`src/rtl/adr_initiator.sv`:
```
// adr_initiator: initiator side of the ADR handshake with the PCH.
// It watches the PSU power-fail, drives ADR_TRIGGER once armed and waits for ADR_COMPLETE.
// On completion it returns a timed ADR_ACK pulse; a missing completion sets a sticky timeout flag.
// The async inputs are double-synchronized, and all outputs are registered alongside the state.
module adr_initiator #(
    parameter int unsigned FILTER_CYCLES  = 4,
    parameter int unsigned TIMEOUT_CYCLES = 20000,
    parameter int unsigned ACK_CYCLES     = 2
) (
    input  logic       iClk,
    input  logic       iRst,
    input  logic       iAdrMode0,
    input  logic       iAdrMode1,
    input  logic       iPwrFail_n,
    input  logic       iAdrComplete,
    input  logic       iSlpS5_n,
    output logic       oAdrTrigger_n,
    output logic       oAdrAck_n,
    output logic       oAdrTimeout,
    output logic       oAdrBusy,
    output logic [2:0] oAdrState
);

    typedef enum logic [2:0] {
        ST_IDLE     = 3'd0,
        ST_ARMED    = 3'd1,
        ST_TRIGGER  = 3'd2,
        ST_WAIT     = 3'd3,
        ST_ACK      = 3'd4,
        ST_DONE     = 3'd5,
        ST_TIMEOUT  = 3'd6
    } state_t;

    // Terminal counts of the shared counter (counter starts at 0 on entry).
    localparam logic [15:0] FILT_LAST = 16'(FILTER_CYCLES - 1);
    localparam logic [15:0] TO_LAST   = 16'(TIMEOUT_CYCLES - 1);
    localparam logic [15:0] ACK_LAST  = 16'(ACK_CYCLES - 1);

    // Synchronizer stages, bit order {power-fail_n, complete, slp_s5_n}.
    logic [2:0]  sync1_q;
    logic [2:0]  sync2_q;
    logic        pf_n_s;
    logic        cmp_s;
    logic        s5_n_s;
    logic        adr_en_s;

    state_t      state_q,     state_d;
    logic [15:0] cnt_q,       cnt_d;
    logic        cmp_prev_q,  cmp_prev_d;
    logic        trig_n_q,    trig_n_d;
    logic        ack_n_q,     ack_n_d;
    logic        timeout_q,   timeout_d;
    logic        busy_q,      busy_d;

    assign pf_n_s   = sync2_q[2];
    assign cmp_s    = sync2_q[1];
    assign s5_n_s   = sync2_q[0];
    assign adr_en_s = iAdrMode0 | iAdrMode1;

    // Two-flop synchronizers for the asynchronous inputs.
    always_ff @(posedge iClk or posedge iRst) begin
        if (iRst) begin
            sync1_q <= 3'b000;
            sync2_q <= 3'b000;
        end else begin
            sync1_q <= {iPwrFail_n, iAdrComplete, iSlpS5_n};
            sync2_q <= sync1_q;
        end
    end

    // Next-state, shared counter and registered-output computation.
    always_comb begin
        state_d    = state_q;
        cnt_d      = cnt_q;
        cmp_prev_d = cmp_prev_q;
        case (state_q)
            ST_IDLE: begin
                if (adr_en_s && s5_n_s) begin
                    state_d = ST_ARMED;
                end else begin
                    state_d = ST_IDLE;
                end
            end
            ST_ARMED: begin
                if (!adr_en_s || !s5_n_s) begin
                    state_d = ST_IDLE;
                end else if (!pf_n_s) begin
                    if (cnt_q == FILT_LAST) begin
                        state_d = ST_TRIGGER;
                    end else begin
                        cnt_d = cnt_q + 16'd1;
                    end
                end else begin
                    // Any high sample restarts the power-fail filter.
                    cnt_d = 16'd0;
                end
            end
            ST_TRIGGER: begin
                // Capture the completion level so a stale high is not taken as an edge.
                cmp_prev_d = cmp_s;
                if (!s5_n_s) begin
                    state_d = ST_IDLE;
                end else begin
                    state_d = ST_WAIT;
                end
            end
            ST_WAIT: begin
                cmp_prev_d = cmp_s;
                if (!s5_n_s) begin
                    state_d = ST_IDLE;
                end else if (cmp_s && !cmp_prev_q) begin
                    // Completion edge wins over a coincident timeout.
                    state_d = ST_ACK;
                end else if (cnt_q == TO_LAST) begin
                    state_d = ST_TIMEOUT;
                end else begin
                    cnt_d = cnt_q + 16'd1;
                end
            end
            ST_ACK: begin
                if (!s5_n_s) begin
                    state_d = ST_IDLE;
                end else if (cnt_q == ACK_LAST) begin
                    state_d = ST_DONE;
                end else begin
                    cnt_d = cnt_q + 16'd1;
                end
            end
            ST_DONE, ST_TIMEOUT: begin
                if (!s5_n_s) begin
                    state_d = ST_IDLE;
                end else begin
                    state_d = state_q;
                end
            end
            default: begin
                state_d = ST_IDLE;
            end
        endcase

        // The counter restarts on every state change.
        if (state_d != state_q) begin
            cnt_d = 16'd0;
        end else begin
            cnt_d = cnt_d;
        end

        // Outputs are decoded from the next state so they move on the same edge as the state.
        busy_d    = (state_d == ST_TRIGGER) || (state_d == ST_WAIT) || (state_d == ST_ACK);
        trig_n_d  = !busy_d;
        ack_n_d   = (state_d != ST_ACK);
        timeout_d = timeout_q | (state_d == ST_TIMEOUT);
    end

    // FSM state, counter and output registers.
    always_ff @(posedge iClk or posedge iRst) begin
        if (iRst) begin
            state_q    <= ST_IDLE;
            cnt_q      <= 16'd0;
            cmp_prev_q <= 1'b0;
            trig_n_q   <= 1'b1;
            ack_n_q    <= 1'b1;
            timeout_q  <= 1'b0;
            busy_q     <= 1'b0;
        end else begin
            state_q    <= state_d;
            cnt_q      <= cnt_d;
            cmp_prev_q <= cmp_prev_d;
            trig_n_q   <= trig_n_d;
            ack_n_q    <= ack_n_d;
            timeout_q  <= timeout_d;
            busy_q     <= busy_d;
        end
    end

    assign oAdrTrigger_n = trig_n_q;
    assign oAdrAck_n     = ack_n_q;
    assign oAdrTimeout   = timeout_q;
    assign oAdrBusy      = busy_q;
    assign oAdrState     = state_q;

endmodule

```
`config.mk`:
```
export PLATFORM = sky130hd
export DESIGN_NAME = adr_initiator
export DESIGN_NICKNAME = d
export VERILOG_FILES = /design/src/rtl/adr_initiator.sv
export SDC_FILE = /design/constraint.sdc
export NUM_CORES = 1
export LEC_CHECK = 0
export ABC_CLOCK_PERIOD_IN_PS = 2900
export CAP_MARGIN = 20
export CORE_UTILIZATION = 60
export CTS_BUF_LIST = sky130_fd_sc_hd__clkbuf_2 sky130_fd_sc_hd__clkbuf_4 sky130_fd_sc_hd__clkbuf_8
export DETAILED_ROUTE_END_ITERATION = 10
export GPL_ROUTABILITY_DRIVEN = 0
export PLACE_DENSITY_LB_ADDON = 0.3
export SLEW_MARGIN = 25
export SYNTH_ARGS = -nofsm -noshare
export SYNTH_HDL_FRONTEND = slang
export SYNTH_SLANG_ARGS = --single-unit
```
`constraint.sdc`:
```
create_clock -name iClk -period 2.9 [get_ports iClk]
set_input_delay 0.58 -clock iClk [delete_from_list [all_inputs] [get_ports iClk]]
set_output_delay 0.58 -clock iClk [all_outputs]
set_load 0.05 [all_outputs]
```
==> results_tabular.tex <==
\begin{tabular}{lr}
\hline
Metric & Value \\
\hline
\multicolumn{2}{l}{\textbf{Status}} \\
Status & complete, no violations \\
\multicolumn{2}{l}{\textbf{Critical path}} \\
Critical Path Fanout Max & 13 \\
Critical Path Source Type & register \\
Critical Path AT & 2.92 ns \\
FF-to-FF End & cnt\_q[8] \\
Sequence of cells on the critical path & inv\_1, ha\_1, or4b\_2, nor4\_1, o31a\_1, a2111oi\_0, buf\_4, xnor2\_1, nor2\_1 \\
Maximum cell stage delay along the critical path & 0.63 ns \\
Crit path kind & reg2reg \\
Slowest stage cell on the critical path & sky130\_fd\_sc\_hd\_\_or4b\_2 \\
Worst reg2reg setup slack & 0.18 ns \\
CP endpoint kind & register \\
Worst path buffer plus inverter count & 2 \\
Worst reg2reg path startpoint & cnt\_q[1] \\
Depth of the most critical reg-to-reg path & 9 \\
Critical path required time & 3.10 ns \\
Stages on the worst setup path & 9 \\
Family of cells with the greatest summed delay on the critical path & simple AND/OR/NAND/NOR gates \\
\multicolumn{2}{l}{\textbf{Synth}} \\
Area of the mapped netlist & around 0.0017 mm2 \\
Cell with the most instances after synthesis & sky130\_fd\_sc\_hd\_\_dfrtp\_1 \\
YS warnings & 0 \\
Share of the synthesized area in the top cell type & just over 40\% \\
Mean post-synth cell area & 9.74 um2 \\
Register area share after synthesis & between 40 and 50\% \\
Most numerous cell types in the synthesized netlist & sky130\_fd\_sc\_hd\_\_dfrtp\_1 (28), sky130\_fd\_sc\_hd\_\_nor2\_1 (20), sky130\_fd\_sc\_hd\_\_xnor2\_1 (9) \\
EDFF count, synth & 0 \\
Synth Flop Type & sky130\_fd\_sc\_hd\_\_dfrtp\_1 \\
Gate Count Post-Synth & 174 \\
Share of synthesized flip-flops with an asynchronous set or reset & 100\% \\
Top area cells in the synthesized netlist & sky130\_fd\_sc\_hd\_\_dfrtp\_1 (41\%), sky130\_fd\_sc\_hd\_\_xnor2\_1 (4.7\%), sky130\_fd\_sc\_hd\_\_nor2\_1 (4.4\%) \\
Synthesized flop and latch total & 30 \\
Cell type with the highest aggregate area in the netlist & sky130\_fd\_sc\_hd\_\_dfrtp\_1 \\
Synth Net Count & 183 \\
Netlist cell types & 48 \\
\multicolumn{2}{l}{\textbf{Clock network}} \\
Sink count of the clock tree & 30 \\
CTS Root Cell & sky130\_fd\_sc\_hd\_\_clkbuf\_4 \\
Clock transition at the registers of the reported paths & 0.09 ns \\
Number of levels in the clock H-tree & 2 \\
Count of instances resized after the clock tree is built & 0 \\
Clock tree from TritonCTS & yes \\
Maximum clock path buffer count & 2 \\
Post-CTS Hold Fix Bufs & 0 \\
Number of setup buffers added after CTS & 0 \\
Number of buffers created by CTS & 5 \\
Worst-skew pair later-pin latency & roughly 0.34 ns \\
\multicolumn{2}{l}{\textbf{Drt}} \\
Remaining routing DRC violations & 0 \\
Total length of routed wires & between 3000 and 4000 um \\
Antenna-violating nets left & 0 \\
Number of detailed-route iterations in the first pass & 5 \\
Via count & 1446 \\
Avg WL per Cell & 16.8 um \\
Detailed-route vias per instance & approximately 6.5 \\
Number of violations reported at the end of detailed-routing iteration 0 & 71 \\
\multicolumn{2}{l}{\textbf{Worst hold path}} \\
Origin of the worst min-delay path & sync1\_q[0] \\
Destination of the worst hold path & sync2\_q[0] \\
Hold depth & 0 \\
Min-Delay Path Class & reg2reg \\
\multicolumn{2}{l}{\textbf{Floorplanning}} \\
Boundary Pins & 14 \\
Area of the core region & 0.00257 mm2 \\
Width of the die & 55.1 um \\
\# rows & 18 \\
Full die area & 0.00304 mm2 \\
Initial Util & 66.0\% \\
Die Height & roughly 55 um \\
\multicolumn{2}{l}{\textbf{GRT}} \\
Overall overflow remaining after global route & 0 \\
Maximum number of pins on one net before global-route repair & 31 \\
Tot GR Track Use & 29.5\% \\
Wire length of the first global-routing pass & 6130 um \\
Initial antenna violation count & 0 \\
Number of global-route vias before repair & 1300 \\
\multicolumn{2}{l}{\textbf{STA}} \\
Worst clock skew on the final layout & 0.00368 ns \\
Final setup fails & 0 \\
Period Utilization, post-route & about 94\% \\
Highest clock frequency the design can meet & $\sim$370 MHz \\
Min Tclk post-route & 2.72 ns \\
Setup repair after global routing missed its margin & no \\
Transition time at the pin with the least slew margin & approximately 0.53 ns \\
Number of hold-slack violations in the final timing report & 0 \\
Post-route worst setup slack & 0.183 ns \\
Pins Over Slew Limit & 0 \\
Accumulated negative setup slack & 0 ns \\
Worst relative slew slack & 63.5\% \\
\multicolumn{2}{l}{\textbf{Finish}} \\
Area Overhead vs Synth & 13.4\% \\
Number of standard cells in the final layout excluding fillers & 223 \\
Fraction of final layout cells with drive strength greater than 1 & 16.1\% \\
Diode insertion count for antenna repair & 0 \\
Post-layout net count & 201 \\
\multicolumn{2}{l}{\textbf{Placement}} \\
Total of buffers placed on input and output ports & 13 \\
Final HPWL DP & approximately 2700 um \\
Number of placed cells counting well taps & 215 \\
Pre-CTS setup slack & between 0.15 and 0.2 ns \\
\multicolumn{2}{l}{\textbf{Pwr}} \\
Reported leakage power & 0.788 nW \\
Power density over the cells & 404 mW/mm2 \\
Largest voltage drop on the vdd net & roughly 390 uV \\
\multicolumn{2}{l}{\textbf{Flow run}} \\
Total of max-cap violations & 0 \\
\hline
\end{tabular}
[worst reg2reg max path: stages (launching register included)]
cell and delay, ns:
sky130_fd_sc_hd__dfrtp_1 0.42, sky130_fd_sc_hd__inv_1 0.07, sky130_fd_sc_hd__ha_1 0.14, sky130_fd_sc_hd__or4b_2 0.63
sky130_fd_sc_hd__nor4_1 0.22, sky130_fd_sc_hd__o31a_1 0.49, sky130_fd_sc_hd__a2111oi_0 0.18, sky130_fd_sc_hd__buf_4 0.18
sky130_fd_sc_hd__xnor2_1 0.15, sky130_fd_sc_hd__nor2_1 0.08
[flip-flops by register name (all words and copies together), names as in the netlist]
signal         count
oAdrTimeout        1
sync2_q            3
cnt_q             16
cmp_prev_q         1
oAdrTrigger_n      1
sync1_q            3
oAdrBusy           1
oAdrAck_n          1
oAdrState          3
[metal layers]
metal	GRT usage (%)	part of all wire, %	wire [um]	vias up
li1	-	-	-	674
met1	38.7	43	1600	677
met2	45.6	47	1750	76
met3	9.56	6.6	247	19
met4	10.0	3.9	146	0
met5	0	0	0	-
[layout make-up]
type	instances	area, um2
Multi-Input combinational cell	126	851
Tap cell	30	37.5
Fill cell	187	646
Inverter	8	30.0
Clock buffer	8	60.1
Sequential cell	30	753
Timing Repair Buffer	21	190
[cells by family after synthesis]
group / share of synthesized area, %
DFF: 44.5
AOI/OAI and AO/OA: 20.7
muxes: 1.85
buffers and inverters: 5.32
xor gates and xnor gates: 5.17
and+or+nand+nor: 21.0
adders and majority gates: 1.48
[stage by stage]
step / utilization [%] / area [um2] / hold slack [ns] / power (mW)
after floorplan: - / 1690 / 0.331 / 0.497
after global placement: 72.5 / 1860 / 0.333 / 0.517
after detailed placement: 72.5 / 1860 / 0.336 / 0.520
after CTS: 74.9 / 1920 / 0.358 / 0.780
after global routing: 74.9 / 1920 / 0.362 / 0.808
final: 74.9 / 1920 / 0.353 / 0.777
[cell usage in the layout, fill, tap and decap left out, drive strengths merged, types with 2 or more instances in the layout]
| cell type | n |
|---|---|
| xnor2 | 9 |
| clkdlybuf4s50 | 13 |
| a211oi | 6 |
| nand3 | 8 |
| o21ai | 4 |
| inv | 8 |
| nand2 | 8 |
| dfstp | 2 |
| nand2b | 5 |
| a21o | 3 |
| buf | 8 |
| o211ai | 2 |
| or3 | 4 |
| mux2i | 2 |
| nand4 | 4 |
| nor3 | 2 |
| and2 | 2 |
| or4 | 4 |
| o41ai | 3 |
| or2 | 3 |
| o31ai | 4 |
| a2111oi | 3 |
| a21oi | 9 |
| dfrtp | 28 |
| clkbuf | 8 |
| or4b | 3 |
| ha | 2 |
| nor2 | 20 |
[power breakdown]
| group | total (mW) | internal [mW] | switching [mW] |
|---|---|---|---|
| logic | 0.0822 | 0.0312 | 0.0510 |
| registers | 0.431 | 0.424 | 0.00627 |
| clock network | 0.264 | 0.124 | 0.139 |
| total | 0.777 | 0.580 | 0.197 |
[worst max path at each step]
stage / startpoint / end / slack [ns]
after global routing: cnt_q[1] / cnt_q[8] / 0.01
final: cnt_q[1] / cnt_q[8] / 0.18
after global placement: iAdrMode1 / cnt_q[11] / 0.27
after CTS: cnt_q[1] / cnt_q[15] / 0.27
after detailed placement: iAdrMode1 / cnt_q[12] / 0.15
after floorplan: oAdrState[1] / cnt_q[11] / 0.23
(Power assumes the default switching activity.)
==> edit 1 (same flow settings) <==
Put one more register stage on the output `oAdrTimeout`, with the module's reset. The value now appears one clock later. The other outputs are not delayed to match.
--- a/src/rtl/adr_initiator.sv
+++ b/src/rtl/adr_initiator.sv
@@ -175,7 +175,13 @@
 
     assign oAdrTrigger_n = trig_n_q;
     assign oAdrAck_n     = ack_n_q;
-    assign oAdrTimeout   = timeout_q;
+    always_ff @(posedge iClk or posedge iRst) begin
+        if (iRst) begin
+            oAdrTimeout <= '0;
+        end else begin
+            oAdrTimeout <= timeout_q;
+        end
+    end
     assign oAdrBusy      = busy_q;
     assign oAdrState     = state_q;
 
Function: no difference found for any inputs over 10 cycles, from zero or initial values and one cycle with iRst high; that may be too few to reach the edited logic, so the function may still have changed.
==> edit 1 against the unedited design <==
- via count rose by 0.62%
- worst setup slack improved by 0.058 ns
- routed wire length fell by 4.3%
- area after synthesis rose by 1.5%
- die area rose by 1.4%
- synthesized cell count rose by 0.57%
- global-route usage fell by 2.5 points
- final cell count rose by 0.45%
- non-clock buffer count fell by 1
- total power rose by 0.54%
- sequential cell count rose by 1
- combinational power rose by 3.0%
- final area rose by 0.85%
==> edit 1: results (changes against the unedited design) <==
outcome:
  outcome: "complete, no violations"
global_routing:
  grt_pass1_wl_mm: 6.49  # +5.9%
  grt_pass1_vias: 1436  # +10%
  grtUsageMet2: 0.418  # -0.0376
  use_met1: 0.367  # -0.0201
  antenna_found_initial: 0  # unchanged
  grt_use_met3: 0.0726  # -0.0230
  grt_max_degree: 18  # -42%
  grtUsageTotal: 0.270  # -0.0246
synthesis:
  synthAdderAreaFrac: 0.0146  # -0.000215
  synthTopCellsByCount: "dfrtp_1 (29), nor2_1 (20), xnor2_1 (9)"
  synthesis.nets: 184  # +0.55%
  synthTopCellsByArea: "dfrtp_1 (42%), xnor2_1 (4.6%), nor2_1 (4.4%)"
  synth_xor_xnor_area_share: 0.0509  # -0.000753
  ys_seq_area_frac: 0.453  # +0.00808
  synth_compound_area_frac: 0.204  # -0.00301
  synthMuxAreaShare: 0.0182  # -0.000269
layout:
  top_register: "cnt_q"
  drive_gt1_frac: 0.155  # -0.00518
  nFillCells: 201  # +7.5%
  fin_nets: 201  # unchanged
detailed_routing:
  drt-pass1-iter-count: 4  # -1
  dr_wl_met2_mm: 1.72  # -1.9%
  met3_length_um: 270  # +9.3%
  first_iter_violations: 69  # -2.8%
  wl_met1_mm: 1.54  # -3.6%
placed_design:
  dp_hpwl_mm: 2.62  # -3.0%
  pre_cts_ws_ns: 0.206  # +0.0526 ns
  place_area_um2: 1870  # +0.60%
floorplan:
  start_util: 0.629  # -0.0310
worst_setup_path:
  cp_top_family: "compound AO/OA/AOI/OAI gates"
  crit_path_top_delay_cell: "or4_4"
  critPathMaxStageDelay_ns: 0.58  # -0.05 ns
timing:
  tightest_slew_ns: 0.594  # +0.0603 ns
  finalClockSkew_ns: 0.00892  # +0.00525 ns
power_and_ir_drop:
  p_leak_nw: 0.786  # -0.22%
  vdd_drop_max_mv: 0.389  # -1.1%
clock_tree:
  clkLatencyLatePin_ns: 0.34  # about the same
edit 1: area by class of cell:
cell class	instances	share of cell area
inverter	8	0.0155
tap	31	0.0200
timing repair buffer	20	0.0943
clock inverter	3	0.0103
clock buffer	5	0.0194
multi-input combinational	126	0.439
sequential	31	0.402
edit 1: worst reg2reg max path, stage by stage, from the launching register on:
cell and delay (ns):
dfrtp_1 0.45, or4_4 0.58, o41a_1 0.49, a21oi_2 0.19, and2_1 0.30, buf_4 0.20, o211ai_4 0.17, a21oi_1 0.20
edit 1: through the flow:
stage | cells | utilization | hold WS, ns
2_1_floorplan | 175 | - | 0.331
3_3_place_gp | 215 | 0.685 | 0.334
3_5_place_dp | 215 | 0.685 | 0.344
4_1_cts | 223 | 0.706 | 0.367
5_1_grt | 224 | 0.709 | 0.372
6_report | 224 | 0.709 | 0.364
edit 1: cell families (layout without fill, tap and decap cells):
logic type | count (synthesis) | after routing
AO/OA/AOI/OAI | 45 | 45
XOR/XNOR | 10 | 10
adder cells (fa/ha/maj) | 2 | 2
buffers and inverters | 18 | 36
flip-flops | 31 | 31
multiplexers | 3 | 3
AND/OR/NAND/NOR | 66 | 66
edit 1: path summary, 6_finish.rpt:
check,start,to,slack (ns),cells after the start
max,cnt_q[13],cnt_q[13],0.24,7
min,sync1_q[1],sync2_q[1],0.36,0
max reg2reg,cnt_q[13],cnt_q[13],0.24,7
min reg2reg,sync1_q[1],sync2_q[1],0.36,0
max in group asynchronous,iRst,cnt_q[1],1.67,3
min in group asynchronous,iRst,oAdrState[2],0.60,2
edit 1: where the power goes:
part           leakage, nW  switching, mW  total (mW)  internal, mW
combinational        0.349         0.0517      0.0847        0.0329
clock               0.0272          0.159       0.251        0.0923
sequential           0.410        0.00641       0.445         0.438
==> edit 2 (config.mk and constraints unchanged) <==
Without the edit above. Change the parameter `TIMEOUT_CYCLES` from 20000 to 10000.
--- a/src/rtl/adr_initiator.sv
+++ b/src/rtl/adr_initiator.sv
@@ -4,7 +4,7 @@
 // The async inputs are double-synchronized, and all outputs are registered alongside the state.
 module adr_initiator #(
     parameter int unsigned FILTER_CYCLES  = 4,
-    parameter int unsigned TIMEOUT_CYCLES = 20000,
+    parameter int unsigned TIMEOUT_CYCLES = 10000,
     parameter int unsigned ACK_CYCLES     = 2
 ) (
     input  logic       iClk,
Behaviour: no difference found for any inputs over 10 cycles, from zero or initial values and one cycle with iRst high; that may be too few to reach the edited logic, so the function may still have changed.
==> edit 2 against the unedited design <==
- final cell count increased by 1.8%
- area after synthesis is 3.5% higher
- die area increased by 3.4%
- combinational power grew 16%
- worst setup slack worse by 0.020 ns
- total power up 2.1%
- sequential cell count is the same
- final area grew 1.4%
- routed wire length shrank 2.4%
- critical path type unchanged
==> edit 2: results (changes against the unedited design) <==
outcome:
  outcome: "complete, no violations"
synthesis:
  synthesis.nets: 191  # +4.4%
  synthMuxAreaShare: 0.00642  # -0.0120
  synthTopCellsByCount: "dfrtp_1 (28), nor2_1 (15), a21oi_1 (14), nand2_1 (14), nand3_1 (10)"
  synth_xor_xnor_area_share: 0.0250  # -0.0267
  avgSynthCellArea_um2: 9.64  # -1.0%
  ys_types: 48  # unchanged
  synthAdderAreaFrac: 0.0143  # -0.000506
  synth-async-reset-ratio: 1.00  # unchanged
  synth_compound_area_frac: 0.161  # -0.0456
  ys_seq_area_frac: 0.429  # -0.0152
  yosys_warnings: 0  # unchanged
  synthTopCellsByArea: "dfrtp_1 (40%), a21oi_1 (4.0%), nand4_1 (3.2%)"
worst_setup_path:
  crit_path_top_delay_cell: "or4_1"
  cp_max_fo: 20  # +7
  arrival_ns: 2.99  # +0.07 ns
  cp_top_family: "simple AND/OR/NAND/NOR gates"
  critPathMaxStageDelay_ns: 0.60  # -0.03 ns
placed_design:
  portBuffers: 13  # unchanged
  dp.cells: 219  # +1.9%
  pre_cts_ws_ns: 0.144  # -0.00949 ns
  place_area_um2: 1870  # +0.67%
  dp_hpwl_mm: 2.62  # -2.9%
global_routing:
  grt_max_degree: 31  # unchanged
  antenna_found_initial: 0  # unchanged
  grt_pass1_vias: 1358  # +4.5%
  grtUsageTotal: 0.254  # -0.0408
  grt_pass1_wl_mm: 6.15  # +0.44%
layout:
  fin_nets: 204  # +1.5%
  layout_commonest_cell: "dfrtp_1"
  drive_gt1_frac: 0.138  # -0.0229
  top_register: "cnt_q"
  nFillCells: 206  # +10%
  seqCellArea_um2: 753  # unchanged
  final_cells: 227  # +1.8%
  largest_reg_flops: 16  # unchanged
min_path:
  hold_path_class: "register to register"
clock_tree:
  clk_pin_slew_ns: 0.09  # about the same
  cts_made_buffers: 5  # unchanged
  clkLatencyLatePin_ns: 0.32  # -0.02 ns
  post_cts_buffers: 0  # unchanged
  clockBufferDepth: 2  # unchanged
  cts_root_buffer: "clkbuf_4"
timing:
  finalClockSkew_ns: 0.0125  # +0.00884 ns
  tightest_slew_ns: 0.505  # -0.0285 ns
detailed_routing:
  vias: 1472  # +1.8%
  drt-pass1-iter-count: 5  # unchanged
  first_iter_violations: 68  # -4.2%
  totalWireLength_mm: 3.66  # -2.4%
power_and_ir_drop:
  p_int_mw: 0.587  # +1.1%
  vdd_drop_max_mv: 0.371  # -5.7%
  p_leak_nw: 0.798  # +1.3%
## edit 2: cell type report
type	instances	share of cell area
clock buffer	7	0.0302
clock inverter	1	0.00257
inverter	7	0.0135
multi-input combinational	137	0.477
sequential	30	0.386
tap	31	0.0199
timing repair buffer	14	0.0706
## edit 2: path summary, 6_finish.rpt
path | cells after the start | from | endpoint | slack [ns]
setup / recovery | 7 | cnt_q[0] | cnt_q[13] | 0.16
hold / removal | 0 | sync1_q[2] | sync2_q[2] | 0.35
setup reg to reg | 7 | cnt_q[0] | cnt_q[13] | 0.16
hold reg to reg | 0 | sync1_q[2] | sync2_q[2] | 0.35
max in group asynchronous | 3 | iRst | oAdrAck_n | 1.96
min in group asynchronous | 3 | iRst | cnt_q[0] | 0.63
## edit 2: worst reg2reg max path, delay by kind of cell, from the launching register on
| family | cells | cell delay, ns |
|---|---|---|
| compound gates | 2 | 0.54 |
| fa+ha+maj | 1 | 0.30 |
| flops | 1 | 0.43 |
| simple gates | 4 | 1.39 |
## edit 2: kinds of logic (layout without fill, tap and decap cells)
family,Yosys count,after routing
AND/OR/NAND/NOR,93,93
AO/OA/AOI/OAI,36,36
flip-flops,30,30
buffers and inverters,15,29
XOR/XNOR,5,5
adder cells (fa/ha/maj),2,2
multiplexers,1,1
## edit 2: metal layers
| layer | vias up | share of wire | track usage |
|---|---|---|---|
| li1 | 700 | - | - |
| met1 | 725 | 0.47 | 0.347 |
| met3 | 5 | 0.047 | 0.0581 |
| met2 | 42 | 0.47 | 0.389 |
| met5 | - | 0 | 0 |
| met4 | 0 | 0.0090 | 0.108 |
## edit 2: power by group through the flow
stage / combinational, mW / clock (mW) / sequential, mW
after global routing: 0.106 / 0.286 / 0.438
after floorplan: 0.0733 / 0 / 0.443
after CTS: 0.0919 / 0.270 / 0.436
after global placement: 0.0884 / 0 / 0.443
final: 0.0956 / 0.262 / 0.436
after detailed placement: 0.0919 / 0 / 0.444
